[src/rtl/lsu_bus_master.sv]
// Load/store bus initiator: turns RISC-V memory ops into word-aligned valid/ready bus requests.
// Optional misaligned-access trap enabled by defining LSU_MISALIGN_TRAP_EN.
package riscv_pkg;
    typedef enum logic [3:0] {
        OP_NOP, OP_ADD, OP_LB, OP_LH, OP_LW, OP_LBU, OP_LHU, OP_SB, OP_SH, OP_SW
    } operation_e;

    typedef struct packed {
        logic [4:0]  addr;
        logic [31:0] data;
        logic        valid;
    } rd_port_t;
endpackage

module lsu_bus_master
    import riscv_pkg::*;
#(
    parameter int XLEN = 32
) (
    input  logic            clk_i,
    input  logic            rst_i,
    input  logic            req_valid_i,
    input  operation_e      operation_i,
    input  logic [XLEN-1:0] addr_i,
    input  logic [XLEN-1:0] wdata_i,
    input  logic [4:0]      rd_addr_i,
    output logic            stall_o,
    output logic            done_o,
    output rd_port_t        rd_port_o,
    output logic            misaligned_o,
    output logic            mem_req_valid_o,
    input  logic            mem_req_ready_i,
    output logic            mem_req_we_o,
    output logic [XLEN-1:0] mem_req_addr_o,
    output logic [XLEN-1:0] mem_req_wdata_o,
    output logic [3:0]      mem_req_be_o,
    input  logic            mem_rsp_valid_i,
    input  logic [XLEN-1:0] mem_rsp_data_i
);
    typedef enum logic [1:0] {IDLE, REQ, RSP, DONE} state_e;

    state_e          state_q, state_d;
    operation_e      op_q, op_d;
    logic [1:0]      off_q, off_d;
    logic [4:0]      rd_q, rd_d;
    logic            req_valid_q, req_valid_d;
    logic            req_we_q, req_we_d;
    logic [XLEN-1:0] req_addr_q, req_addr_d;
    logic [XLEN-1:0] req_wdata_q, req_wdata_d;
    logic [3:0]      req_be_q, req_be_d;
    rd_port_t        rd_port_q, rd_port_d;
    logic            misaligned_q, misaligned_d;

    logic            is_lsu, is_store, op_is_load_q;
    logic            accept, trap;
    logic [1:0]      off;
    logic [7:0]      rsp_byte;
    logic [15:0]     rsp_half;
    logic [XLEN-1:0] load_data;

    assign is_lsu       = operation_i inside {OP_LB, OP_LH, OP_LW, OP_LBU, OP_LHU, OP_SB, OP_SH, OP_SW};
    assign is_store     = operation_i inside {OP_SB, OP_SH, OP_SW};
    assign op_is_load_q = op_q inside {OP_LB, OP_LH, OP_LW, OP_LBU, OP_LHU};

    // Offending low bits are dropped so the access behaves as its aligned neighbour.
    always_comb begin
        off = addr_i[1:0];
        if (operation_i inside {OP_LH, OP_LHU, OP_SH}) off[0] = 1'b0;
        if (operation_i inside {OP_LW, OP_SW})         off    = 2'b00;
    end

`ifdef LSU_MISALIGN_TRAP_EN
    logic misaligned;
    assign misaligned = ((operation_i inside {OP_LH, OP_LHU, OP_SH}) && addr_i[0]) ||
                        ((operation_i inside {OP_LW, OP_SW}) && (addr_i[1:0] != 2'b00));
    assign accept = (state_q == IDLE) && req_valid_i && is_lsu && !misaligned;
    assign trap   = (state_q == IDLE) && req_valid_i && is_lsu && misaligned;
`else
    assign accept = (state_q == IDLE) && req_valid_i && is_lsu;
    assign trap   = 1'b0;
`endif

    assign rsp_byte = mem_rsp_data_i[{off_q, 3'b000} +: 8];
    assign rsp_half = mem_rsp_data_i[{off_q[1], 4'b0000} +: 16];

    always_comb begin
        unique case (op_q)
            OP_LB:   load_data = {{(XLEN-8){rsp_byte[7]}}, rsp_byte};
            OP_LH:   load_data = {{(XLEN-16){rsp_half[15]}}, rsp_half};
            OP_LBU:  load_data = {{(XLEN-8){1'b0}}, rsp_byte};
            OP_LHU:  load_data = {{(XLEN-16){1'b0}}, rsp_half};
            default: load_data = mem_rsp_data_i;
        endcase
    end

    always_comb begin
        state_d         = state_q;
        op_d            = op_q;
        off_d           = off_q;
        rd_d            = rd_q;
        req_valid_d     = req_valid_q;
        req_we_d        = req_we_q;
        req_addr_d      = req_addr_q;
        req_wdata_d     = req_wdata_q;
        req_be_d        = req_be_q;
        rd_port_d       = rd_port_q;
        rd_port_d.valid = 1'b0;
        misaligned_d    = trap;
        done_o          = 1'b0;
        stall_o         = accept;

        unique case (state_q)
            IDLE: if (accept) begin
                state_d     = REQ;
                op_d        = operation_i;
                off_d       = off;
                rd_d        = rd_addr_i;
                req_valid_d = 1'b1;
                req_we_d    = is_store;
                req_addr_d  = {addr_i[XLEN-1:2], 2'b00};
                req_be_d    = 4'b1111;
                req_wdata_d = wdata_i;
                if (operation_i == OP_SB) begin
                    req_be_d    = 4'b0001 << off;
                    req_wdata_d = {4{wdata_i[7:0]}};
                end else if (operation_i == OP_SH) begin
                    req_be_d    = 4'b0011 << {off[1], 1'b0};
                    req_wdata_d = {2{wdata_i[15:0]}};
                end
            end
            REQ: begin
                stall_o = 1'b1;
                if (mem_req_ready_i) begin
                    req_valid_d = 1'b0;
                    // Stores are posted: no response phase.
                    state_d     = op_is_load_q ? RSP : DONE;
                end
            end
            RSP: begin
                stall_o = 1'b1;
                if (mem_rsp_valid_i) begin
                    rd_port_d.addr  = rd_q;
                    rd_port_d.data  = load_data;
                    rd_port_d.valid = (rd_q != 5'd0);
                    state_d         = DONE;
                end
            end
            DONE: begin
                done_o  = 1'b1;
                state_d = IDLE;
            end
        endcase
    end

    always_ff @(posedge clk_i) begin
        if (rst_i) begin
            state_q      <= IDLE;
            op_q         <= OP_NOP;
            off_q        <= '0;
            rd_q         <= '0;
            req_valid_q  <= 1'b0;
            req_we_q     <= 1'b0;
            req_addr_q   <= '0;
            req_wdata_q  <= '0;
            req_be_q     <= '0;
            rd_port_q    <= '0;
            misaligned_q <= 1'b0;
        end else begin
            state_q      <= state_d;
            op_q         <= op_d;
            off_q        <= off_d;
            rd_q         <= rd_d;
            req_valid_q  <= req_valid_d;
            req_we_q     <= req_we_d;
            req_addr_q   <= req_addr_d;
            req_wdata_q  <= req_wdata_d;
            req_be_q     <= req_be_d;
            rd_port_q    <= rd_port_d;
            misaligned_q <= misaligned_d;
        end
    end

    assign mem_req_valid_o = req_valid_q;
    assign mem_req_we_o    = req_we_q;
    assign mem_req_addr_o  = req_addr_q;
    assign mem_req_wdata_o = req_wdata_q;
    assign mem_req_be_o    = req_be_q;
    assign rd_port_o       = rd_port_q;
    assign misaligned_o    = misaligned_q;
endmodule

[config.mk]
export PLATFORM = sky130hd
export DESIGN_NAME = lsu_bus_master
export DESIGN_NICKNAME = d
export VERILOG_FILES = /design/src/rtl/lsu_bus_master.sv
export SDC_FILE = /design/constraint.sdc
export NUM_CORES = 1
export LEC_CHECK = 0
export BUFFER_PORTS_ARGS = -buffer_cell sky130_fd_sc_hd__buf_2
export CAP_MARGIN = 20
export CORE_ASPECT_RATIO = 0.7
export CORE_MARGIN = 2
export CORE_UTILIZATION = 45
export CTS_BUF_LIST = sky130_fd_sc_hd__clkbuf_16
export DETAILED_ROUTE_END_ITERATION = 8
export PLACE_DENSITY = 0.71
export RECOVER_POWER = 100
export SLEW_MARGIN = 20
export SYNTH_ARGS = -nofsm -noshare
export SYNTH_HDL_FRONTEND = slang
export SYNTH_SLANG_ARGS = --single-unit
[constraint.sdc]
create_clock -name clk_i -period 2.83 [get_ports clk_i]
set_input_delay 0.849 -clock clk_i [delete_from_list [all_inputs] [get_ports clk_i]]
set_output_delay 0.849 -clock clk_i [all_outputs]
set_load 0.02 [all_outputs]
Yosys cells after proc, flatten, opt, wreduce, memory -nomap -nowiden
Cells that the tools add are included.
{ "word_totals": {"ff_bits": 119, "output_inout_bits": 111} }
{ "op_classes": {"mux": 17, "bitwise_logic": 2, "eq_ne": 19, "n_reduce_logical": 16, "shifts": 4} }
{ "op_table": {"columns": ["operator", "n"], "rows": [
  ["case mux 32 bit (4 select lines)", 1],
  ["2-to-1 mux 32 bit", 2],
  ["variable part select 32 x 6 -> 16 bit", 1],
  ["variable part select 32 x 6 -> 8 bit", 1],
  ["equality test 4 x 3 -> 1 bit (second input constant)", 7],
  ["equality test 4 x 2 -> 1 bit (second input constant)", 4],
  ["nonzero test 5 bit", 2],
  ["equality test 4 bit (second input constant)", 2],
  ["2-to-1 mux 2 bit", 4],
  ["2-to-1 mux 4 bit", 2],
  ["case mux 2 bit (4 select lines)", 1],
  ["nonzero test 8 bit", 1],
  ["2-to-1 mux 1 bit", 6],
  ["!= test 2 bit (second input constant)", 3],
  ["AND reduction 3 bit", 2],
  ["nonzero test 3 bit", 2],
  ["equality test 2 bit (second input constant)", 2],
  ["AND reduction 2 bit", 2],
  ["nonzero test 2 bit", 2],
  ["<< shifter 1 x 2 -> 4 bit (first input constant)", 1],
  ["<< shifter 2 x 2 -> 4 bit (first input constant)", 1],
  ["OR reduction 3 bit", 1],
  ["equality test 2 x 1 -> 1 bit (second input constant)", 1],
  ["logical AND 1 bit", 2],
  ["other kinds (4)", 5]
]} }

Longest topological paths before layout
{ "logic_depth": {"depth_word": 7, "ltp_mapped": 9, "mapped_depth_nobuf": 6} }

Least setup slack after synthesis
Ideal clock, no wire load.
{ "synth_path": {"path_kind": "input to output", "start": "input port operation_i[2]", "end": "output port stall_o", "path_stages": 5, "slack_ps": -11, "arrival_ps": 1992, "t_required_ps": 1981, "cell_sequence": "buf_2 > or3b_4 > a21o_1 > clkbuf_1 > nand2b_1"} }
{ "synth_between": {"elab_chain_cells": 4, "word_cells_on_any_way": 11, "cone_classes": "eq/ne: 8; mux: 1; reduce/logical: 2"} }
{ "synth_rtl": {"columns": ["item", "line", "rtl"], "rows": [
  ["start: declaration", "23", "input operation_e operation_i,"],
  ["equality test 4 x 2 -> 1 bit, or another cell as far along", "61", "assign is_lsu = operation_i inside {OP_LB, OP_LH, OP_LW, OP_LBU, OP_LHU, OP_SB, OP_SH, OP_SW};"],
  ["nonzero test 8 bit *", "61", null],
  ["logical AND 1 bit *", "79", "assign accept = (state_q == IDLE) && req_valid_i && is_lsu;"],
  ["2-to-1 mux 1 bit *", "112", "unique case (state_q)"],
  ["end: declaration", "27", "output logic stall_o,"]
]} }
Mark *: on every way between the ends. The rest lies on a longest branch, timed or not.

Worst setup path after layout
{ "layout_path": {"start": "input port operation_i[1]", "end": "output port stall_o"} }
Same word-level chain as after synthesis.

==> impl_metrics.tcl <==
set metrics [dict create \
    wl_per_cell_microns 16.3 \
    drt-pass1-iter-count 5 \
    layout.nets 992 \
    drcViolationCount 0 \
    grt_pass1_wl_microns 26200 \
    r2r_cells 8 \
    postSynthAreaPerCell_sq_um 8.06 \
    synth.area.top_cells "dfxtp_1, nand2_1, a21oi_1" \
    slowest_delay_ns 0.43 \
    cp_data_required_time_ns 1.98 \
    r2r-start "state_q[0]" \
    power_density_mw_per_mm2 810 \
    post-route-util 0.604 \
    yosys_warnings 0 \
    worst_pin_slew_ns 0.988 \
    clk_latency_ns 0.41 \
    portBuffers 217 \
    post_cts_resized 0 \
    antenna_found_initial 1 \
    p_int_w 0.00377 \
    die_area_sq_mm 0.0130 \
    grt_setup_unrepaired "no" \
    core_sq_mm 0.0117 \
    wirelength_microns 17100 \
    viasPerCell 5.54 \
    synth_area_sq_mm 0.00542 \
    synth_seq_area_share 0.439 \
    crit_start "operation_i[1]" \
    cts_tree "done" \
    swShare 0.342 \
    p_leak_nw 2.76 \
    endpoint "stall_o" \
    synth-edff-count 0 \
    grtUsageTotal 0.254 \
    antenna_left 0 \
    crit_top_cell "buf_2" \
    rrSetupSlack_ns 0.34 \
    hold_viol 0 \
    grt_max_degree 57 \
    ctsLongestPathBuffers 2 \
    worstHoldPathType "reg2reg" \
    rows 33 \
    status "finished clean" \
    cts_buffers 17 \
    start_util 0.463 \
    p_total_w 0.00574 \
    period_needed_ns 2.77 \
    maxSlewViolCount 0 \
    synth_ff_type "dfxtp_1" \
    first_iter_violations 650 \
    synth-seq-cells 119 \
    chipWidth_microns 135 \
    rr_endpoint "rd_port_o[16]" \
    net-switching-power_w 0.00197 \
    gp_congestion 0.880 \
    fin_crit_sh 0.979 \
    max_freq_ghz 0.361 \
    vias 5807 \
    drive_gt1_frac 0.194 \
    grt_pass1_vias 5306 \
    crit_chain "buf_2 > or3b_4 > a21o_2 > nand2b_1 > buf_2" \
    criticalPathCategory "in2out" \
    htree_levels 4 \
    synth.distinct_cells 57 \
    start_kind "primary input" \
    drv_cap 0 \
    dp.cells 1015 \
    critPathArrivalTime_ns 1.92 \
    syn_inst 673 \
    stdcell_count 1048 \
    area_growth_pct 30.7 \
    hold_buffers 0 \
    synthArstFlopShare 0 \
    seqPwrFrac 0.356 \
    relSlewSlack 0.341 \
    worstSetupEndpointType "output pin" \
    die_height_microns 95.9 \
    final_area_sq_mm 0.00709 \
    place_hpwl_microns 12400 \
    pin_count 221 \
    grt_overflow 0 \
    crit_path_top_delay_cell "or3b_4" \
    fin_skew_ns 0.00835 \
    postCtsSetupBuffers 0 \
    cp_max_fo 5 \
    synth.largest_area_cell "dfxtp_1" \
    setup_viol 0 \
    path_clk_slew_ns 0.06 \
    place_area_sq_mm 0.00664 \
    p_comb_frac 0.252 \
    cts_root_buffer "clkbuf_16" \
    clock-sinks 119 \
    fin_tns_setup_ns 0 \
    peakVddDrop_v 0.000490 \
    clockPowerShare 0.393 \
    synth_top_area_share 0.439 \
]
==> cell usage in the layout (no fill, tap or decap), drive strengths merged, types with 15 or more instances in the layout <==
cell type | netlist | layout
a21oi | 101 | 101
buf | 24 | 122
a221oi | 16 | 16
a211oi | 16 | 16
inv | 9 | 15
clkbuf | 32 | 134
dfxtp | 119 | 119
o21ai | 47 | 47
nand2 | 151 | 151
nor2 | 37 | 37
==> metal layers <==
layer / global-route usage / vias to the layer above / routed length (microns)
li1: - / 2799 / -
met1: 0.349 / 2745 / 7810
met2: 0.387 / 243 / 7750
met3: 0.0642 / 20 / 1320
met4: 0.0929 / 0 / 242
met5: 0 / - / 0
==> registers in the layout, indices dropped and copies added (netlist names) <==
signal	flops
mem_req_addr_o	30
mem_req_be_o	4
mem_req_valid_o	1
mem_req_wdata_o	32
mem_req_we_o	1
off_q	2
op_q	4
rd_port_o	38
rd_q	5
state_q	2
==> final cells by class <==
class | count | area [sq um]
Clock buffer | 17 | 425
Clock inverter | 15 | 193
Antenna cell | 1 | 2.50
Tap cell | 157 | 196
Timing Repair Buffer | 239 | 1090
Fill cell | 1109 | 4640
Inverter | 9 | 33.8
Multi-Input combinational cell | 491 | 2770
Sequential cell | 119 | 2380
==> worst min path at each step <==
stage	from	to	slack, ns	cells past startpoint
after global placement	rd_port_o[5]	rd_port_o[5]	0.44	2
final	rd_port_o[8]	rd_port_o[8]	0.45	2
after global routing	mem_req_addr_o[18]	mem_req_addr_o[18]	0.47	2
after floorplan	rd_q[4]	rd_port_o[37]	0.44	2
after CTS	rd_port_o[5]	rd_port_o[5]	0.45	2
after detailed placement	rd_port_o[5]	rd_port_o[5]	0.43	2
==> power by group through the flow <==
| stage | clock, W | sequential (W) | combinational [W] |
|---|---|---|---|
| floorplan | 0 | 0.00227 | 0.000770 |
| global placement | 0 | 0.00205 | 0.00147 |
| detailed placement | 0 | 0.00207 | 0.00151 |
| CTS | 0.00229 | 0.00203 | 0.00151 |
| global route | 0.00236 | 0.00207 | 0.00159 |
| finish | 0.00225 | 0.00204 | 0.00145 |
==> cell families after synthesis <==
group / after synthesis / share of synthesized area
and+or+nand+nor: 220 / 0.173
other: 1 / 0.000691
adders and majority gates: 5 / 0.0115
buffers and inverters: 65 / 0.0537
xor gates and xnor gates: 2 / 0.00323
muxes: 20 / 0.0413
DFF: 119 / 0.439
AOI/OAI and AO/OA: 241 / 0.278
==> synth_stat cells (all sizes together) (2+ instances only) <==
library cell  instances
and3b                 3
nand2b                4
a21oi               101
a211oi               16
inv                   9
or2                   3
nand3                 5
mux2                  9
a211o                 3
a31oi                 2
a311oi               11
clkbuf               32
o21a                 11
dfxtp               119
ha                    5
o31ai                 7
and2                  2
nor2                 37
o221ai               11
a221oi               16
nor2b                 3
o22ai                 2
o211ai                3
mux2i                10
xnor2                 2
buf                  24
nand2               151
o21ai                47
nor3                  2
a21o                  2
nor3b                 3
==> metrics by stage <==
| step | setup WS [ns] | hold WS (ns) |
|---|---|---|
| after floorplan | 0.0239 | 0.440 |
| after global placement | 0.0880 | 0.436 |
| after detailed placement | 0.0723 | 0.434 |
| after CTS | 0.0680 | 0.448 |
| after global routing | 0.0188 | 0.473 |
| final | 0.0597 | 0.450 |
==> worst max-delay path, delay by kind of cell <==
| kind | cells | cell delay, ns |
|---|---|---|
| simple gates | 2 | 0.52 |
| buf+inv | 2 | 0.29 |
| compound gates | 1 | 0.27 |
(Power assumes the default switching activity.)
